[src/rtl/bcd2binary_seq.sv]
// Purpose : multi-cycle BCD-to-binary converter (reverse double dabble, one shift per clock).
// Latency : BW shift cycles after the accepting edge; done pulses for one cycle, so back-to-back throughput is BW+1.
// Backpressure: start is sampled only while idle; starts during a conversion are dropped, never queued.
//
// Optional build macro: BCD2BIN_RANGE_CHECK_EN
//   defined   - a start with any digit above 9 is rejected in one cycle with done=1, err=1 and bin untouched.
//   undefined - no digit check; err is tied low and every start is converted through the normal path.
module bcd2binary_seq #(
    parameter int DIGITS = 3,
    // Must satisfy 2^BW > 10^DIGITS - 1; it is also the number of shift steps.
    parameter int BW     = 10
) (
    input  logic                  clk,
    input  logic                  rst,
    input  logic                  start,
    input  logic [4*DIGITS-1:0]   bcd,
    output logic                  busy,
    output logic                  done,
    output logic [BW-1:0]         bin,
    output logic                  err
);

    // Shift register holds the BCD digits in the upper field and the binary
    // result accumulating in the lower field.
    localparam int BCDW  = 4 * DIGITS;
    localparam int SRW   = BCDW + BW;
    localparam int CNT_W = $clog2(BW + 1);
    localparam logic [CNT_W-1:0] LAST_CNT = CNT_W'(BW - 1);

    typedef enum logic {
        IDLE  = 1'b0,
        SHIFT = 1'b1
    } state_t;

    state_t             state;
    logic [SRW-1:0]     sr;
    logic [CNT_W-1:0]   cnt;
    logic [SRW-1:0]     shifted;
    logic [SRW-1:0]     corrected;

    // One reverse double dabble step: shift right, then pull every BCD nibble
    // that reached 8 or more back down by 3 (no borrow across nibbles).
    always_comb begin
        shifted   = sr >> 1;
        corrected = shifted;
        for (int i = 0; i < DIGITS; i++) begin
            if (shifted[BW + 4*i + 3 -: 4] >= 4'd8) begin
                corrected[BW + 4*i + 3 -: 4] = shifted[BW + 4*i + 3 -: 4] - 4'd3;
            end
        end
    end

`ifdef BCD2BIN_RANGE_CHECK_EN
    logic digit_bad;

    // Flags an input word carrying any digit outside 0..9.
    always_comb begin
        digit_bad = 1'b0;
        for (int i = 0; i < DIGITS; i++) begin
            if (bcd[4*i + 3 -: 4] > 4'd9) begin
                digit_bad = 1'b1;
            end
        end
    end

    // Control FSM and datapath; a bad input is answered in one cycle from IDLE.
    always_ff @(posedge clk) begin
        if (rst) begin
            state <= IDLE;
            sr    <= '0;
            cnt   <= '0;
            busy  <= 1'b0;
            done  <= 1'b0;
            bin   <= '0;
            err   <= 1'b0;
        end else begin
            done <= 1'b0;
            case (state)
                IDLE: begin
                    if (start) begin
                        if (digit_bad) begin
                            // Reject: stay idle, keep the previous result.
                            done <= 1'b1;
                            err  <= 1'b1;
                        end else begin
                            sr    <= {bcd, {BW{1'b0}}};
                            cnt   <= '0;
                            busy  <= 1'b1;
                            state <= SHIFT;
                        end
                    end
                end
                SHIFT: begin
                    sr  <= corrected;
                    cnt <= cnt + 1'b1;
                    if (cnt == LAST_CNT) begin
                        bin   <= corrected[BW-1:0];
                        err   <= 1'b0;
                        done  <= 1'b1;
                        busy  <= 1'b0;
                        state <= IDLE;
                    end
                end
                default: begin
                    state <= IDLE;
                    busy  <= 1'b0;
                end
            endcase
        end
    end
`else
    // Without the digit check there is no error condition to report.
    assign err = 1'b0;

    // Control FSM and datapath: load on start, then BW correction steps.
    always_ff @(posedge clk) begin
        if (rst) begin
            state <= IDLE;
            sr    <= '0;
            cnt   <= '0;
            busy  <= 1'b0;
            done  <= 1'b0;
            bin   <= '0;
        end else begin
            done <= 1'b0;
            case (state)
                IDLE: begin
                    if (start) begin
                        sr    <= {bcd, {BW{1'b0}}};
                        cnt   <= '0;
                        busy  <= 1'b1;
                        state <= SHIFT;
                    end
                end
                SHIFT: begin
                    sr  <= corrected;
                    cnt <= cnt + 1'b1;
                    if (cnt == LAST_CNT) begin
                        bin   <= corrected[BW-1:0];
                        done  <= 1'b1;
                        busy  <= 1'b0;
                        state <= IDLE;
                    end
                end
                default: begin
                    state <= IDLE;
                    busy  <= 1'b0;
                end
            endcase
        end
    end
`endif

endmodule

[config.mk]
export PLATFORM = sky130hd
export DESIGN_NAME = bcd2binary_seq
export DESIGN_NICKNAME = d
export VERILOG_FILES = /design/src/rtl/bcd2binary_seq.sv
export SDC_FILE = /design/constraint.sdc
export NUM_CORES = 1
export LEC_CHECK = 0
export CAP_MARGIN = 20
export CORE_UTILIZATION = 33
export CTS_BUF_LIST = sky130_fd_sc_hd__clkbuf_16
export DETAILED_ROUTE_END_ITERATION = 10
export GPL_ROUTABILITY_DRIVEN = 0
export HOLD_SLACK_MARGIN = 0.12
export PLACE_DENSITY = 0.55
export SLEW_MARGIN = 20
export SYNTH_ARGS = -nofsm -noshare
export SYNTH_HDL_FRONTEND = slang
export SYNTH_SLANG_ARGS = --single-unit
[constraint.sdc]
create_clock -name clk -period 2.1 [get_ports clk]
set_input_delay 0.42 -clock clk [delete_from_list [all_inputs] [get_ports clk]]
set_output_delay 0.42 -clock clk [all_outputs]
set_load 0.01 [all_outputs]
* Word-level counts from Yosys, hierarchy flattened
Cells that the tools add are included.
** Storage, ports and cells
- Bits in registers :: 39
- Input bits :: 15
- Output and inout bits :: 13
- Word-level logic and storage cells :: 34
** Cells by class
- Add/sub/neg operators :: 4
- Order comparisons :: 3
- Eq/ne operators :: 3
- Muxes and demuxes :: 14
- Bitwise operators :: 1
- Reduce and logical (&&, ||, !) cells :: 3
** Operator list (count)
- case mux 22 bit (2 select lines) :: 1
- two-way mux 22 bit :: 1
- two-way mux 4 bit :: 4
- >= comparator 4 bit (second input constant) :: 2
- case mux 4 bit (2 select lines) :: 1
- subtractor 4 x 2 -> 4 bit (second input constant) :: 2
- two-way mux 1 bit :: 5
- adder 4 x 1 -> 4 bit (second input constant) :: 1
- == test 4 bit (second input constant) :: 1
- >= comparator 3 x 4 -> 1 bit (second input constant) :: 1
- case mux 1 bit (2 select lines) :: 2
- AND reduction 2 bit :: 2
- subtractor 3 x 2 -> 4 bit (second input constant) :: 1
- != test 2 x 1 -> 1 bit (second input constant) :: 1
- != test 2 bit (second input constant) :: 1
- OR reduction 2 bit :: 1
- inverter 1 bit :: 1

* Logic depth before layout (Yosys ltp)
- Depth in word-level cells :: 3
- Depth in mapped cells :: 6
- Gate-level depth less buffers :: 5

* Least setup slack after synthesis
OpenSTA, ideal clock, no wires.
- Path type :: flip-flop to flip-flop
- From :: register cnt[0]
- To :: register bin[0]
- Library setup time :: 117 ps
- Data arrival time :: 1098 ps
- Required time :: 1983 ps
- Setup slack :: 885 ps
- Stages on the path, launching flop included :: 6
- Path through :: dfxtp_1 -> ha_1 -> nand4b_1 -> nor2b_4 -> buf_6 -> a22o_1
** On the way
- Longest elaborated chain between the ends :: 2
** RTL lines
- start: declaration :: line 37 : logic [CNT_W-1:0] cnt;
- start signal: assignment :: line 137 : cnt <= cnt + 1'b1;
- == test 4 bit :: line 138 : if (cnt == LAST_CNT) begin
- AND reduction 2 bit (no line)
- end signal: assignment :: line 139 : bin <= corrected[BW-1:0];
- end: declaration :: line 19 : output logic [BW-1:0] bin,
Every way passes these cells.
A chain may end at the register's enable or synchronous reset.

* Final worst setup path
- From :: register bin[4]
- To :: output bin[4]
No word-level cell between the ends.

==> impl_metrics.env <==
export IMPL_asyncSetResetFlopFracSynth=0
export IMPL_tritoncts_clock_tree="done"
export IMPL_io_pins=28
export IMPL_core_area_um2=4820
export IMPL_critPathBufInv=1
export IMPL_cts_inserted_buffers=5
export IMPL_cpPeakStageDelay_ns=0.53
export IMPL_run_status="finished clean"
export IMPL_syn_avg_cell_area_um2=9.97
export IMPL_yosys_warnings=0
export IMPL_worst_setup_path_type="register to primary output"
export IMPL_vias=1237
export IMPL_final_setup_skew_ns=0.00395
export IMPL_fin_crit_ns=1.56
export IMPL_clkLatencyLatePin_ns=0.28
export IMPL_worst_setup_path_end_kind="primary output"
export IMPL_fillCellCount=499
export IMPL_die_width_um=73.5
export IMPL_number_of_buffers_between_clock_root_and_the_deepest_sink=2
export IMPL_placedInstanceArea_um2=1980
export IMPL_design_die_area_um2=5400
export IMPL_initial_utilization=0.350
export IMPL_avgRoutedWirePerCell_um=11.5
export IMPL_synth_ff_type="dfxtp_1"
export IMPL_h_tree_level_count=2
export IMPL_report_final_slew_viol_count=0
export IMPL_max_freq_mhz=639
export IMPL_syn_area_um2=1690
export IMPL_timing_final_setup_violations=0
export IMPL_synthesis_nets=190
export IMPL_layout_worst_path_cycle_share=0.745
export IMPL_worstHoldPathType="register to register"
export IMPL_cp_data_required_time_ns=1.68
export IMPL_synth_most_common_cell="dfxtp_1"
export IMPL_ctsHoldBuffers=0
export IMPL_placement_io_buffers=26
export IMPL_max_cap_violations=0
export IMPL_clock_sinks=38
export IMPL_total_grt_overflow=0
export IMPL_antenna_cells_inserted=0
export IMPL_drt_vias_per_instance=4.74
export IMPL_post_route_worst_setup_slack_ns=0.536
export IMPL_number_of_flops_mapped_to_enable_cells_by_yosys=0
export IMPL_critical_path_top_delay_family="buffers and inverters"
export IMPL_synth_commonest_cells="dfxtp_1, nor2_1, a211oi_1, a21oi_1, a22o_1"
export IMPL_area_growth_syn_to_layout_pct=25.5
export IMPL_grt_pass1_vias=1193
export IMPL_grt_first_pass_wirelength_mm=5.18
export IMPL_hold_violations=0
export IMPL_synthTopCellsByArea="dfxtp_1, mux2i_1, a211oi_1"
export IMPL_drc=0
export IMPL_cpMaxStageDelayCell="clkdlybuf4s50_1"
export IMPL_drt_total_wl_mm=3.00
export IMPL_holdWs_ns=0.473
export IMPL_yosys_area_top_type="dfxtp_1"
export IMPL_route_antenna_remaining_nets=0
export IMPL_dp_worst_setup_slack_ns=0.337
export IMPL_detailedRoute_firstPassIterationCount=4
export IMPL_drt_iter0_markers=32
export IMPL_timing_critical_path_cells="clkdlybuf4s50_1"
export IMPL_timing_critical_path_fanout_max=2
export IMPL_stdcell_area_um2=2110
export IMPL_postSynthRegisterBits=38
export IMPL_drive_above_1_share=0.0722
export IMPL_final_nets=215
export IMPL_worst_ep_arrival_time_ns=1.14
export IMPL_rsz0062_at_grt="no"
export IMPL_postCtsSetupRepairBufs=0
export IMPL_fp_dieH_um=73.5
export IMPL_final_setup_tns_ns=0
export IMPL_yosys_area_top_type_share=0.451
export IMPL_cts_repair_resize_count=0
export IMPL_dp_hpwl_mm=2.09
export IMPL_antenna_violations_before_repair=0
export IMPL_clkTransAtPathRegs_ns=0.05
export IMPL_std_cell_rows=25
export IMPL_synth_lib_cells_used_distinct=31
export IMPL_power_per_cell_area_nw_per_um2=769
export IMPL_vdd_drop_max_mv=0.421
export IMPL_startpoint_type_of_the_worst_setup_path="register"
export IMPL_grt_max_degree=36
export IMPL_root_buffer="clkbuf_16"
export IMPL_gr_usage_all_layers=0.127
export IMPL_total_leakage_power_nw=0.792
export IMPL_synth_sequential_area_ratio=0.451
export IMPL_postSynthCellCount=169
-- area by class of cell --
cell class	instances	area, um2	area share
Clock buffer	5	125	0.0592
Sequential cell	38	761	0.360
Inverter	5	18.8	0.00888
Timing Repair Buffer	32	318	0.150
Tap cell	67	83.8	0.0396
Clock inverter	2	10.0	0.00473
Multi-Input combinational cell	112	798	0.378
-- power by group --
part	total, mW	switching (mW)	internal, mW
Clock	0.701	0.273	0.428
Combinational	0.159	0.0742	0.0845
Sequential	0.767	0.0221	0.745
-- metrics by stage --
| stage | std cells | utilization | power (mW) |
|---|---|---|---|
| after floorplan | 169 | - | 0.896 |
| after global routing | 261 | 0.439 | 1.70 |
| after detailed placement | 254 | 0.411 | 0.943 |
| after CTS | 261 | 0.439 | 1.66 |
| final | 261 | 0.439 | 1.63 |
| after global placement | 254 | 0.411 | 0.937 |
-- path summary, 6_finish.rpt --
path              slack [ns]  endpoint  depth (start not counted)  startpoint
setup reg to reg        0.85    sr[17]                          5       state
hold reg to reg         0.47      busy                          1        busy
hold / removal          0.47      busy                          1        busy
setup / recovery        0.54    bin[4]                          1      bin[4]
-- state kept, by name, summed over array words and instances, names as in the netlist --
name,flops
done,1
cnt,4
sr,21
busy,1
state,1
bin,10
-- placed cells by master, fill, tap and decap left out, types with 2 or more instances in the layout --
master	count
a211oi_1	12
a21oi_1	12
a22o_1	10
and2b_1	2
buf_4	5
clkbuf_16	5
clkdlybuf4s50_1	26
clkinv_2	2
dfxtp_1	38
ha_1	6
inv_1	5
mux2_1	3
mux2i_1	9
nand2_1	3
nand3_1	2
nor2_1	18
nor2b_1	9
nor3b_1	9
o22a_1	2
xnor2_1	4
-- routing by layer --
layer	global-route usage	routed length (um)	up-vias
met1	0.142	1460	573
li1	-	-	635
met3	0.0370	107	7
met4	0.0641	69	0
met2	0.219	1360	22
met5	0	0	-
-- cells by family (layout without fill, tap and decap cells) --
family | after synthesis | in the layout | synth area share
AND/OR/NAND/NOR | 49 | 49 | 0.165
AO/OA/AOI/OAI | 40 | 40 | 0.168
flip-flops | 38 | 38 | 0.451
buffers and inverters | 19 | 44 | 0.0750
multiplexers | 12 | 12 | 0.0735
adder cells (fa/ha/maj) | 6 | 6 | 0.0445
XOR/XNOR | 4 | 4 | 0.0208
other | 1 | 1 | 0.00223
(Power assumes the default switching activity.)
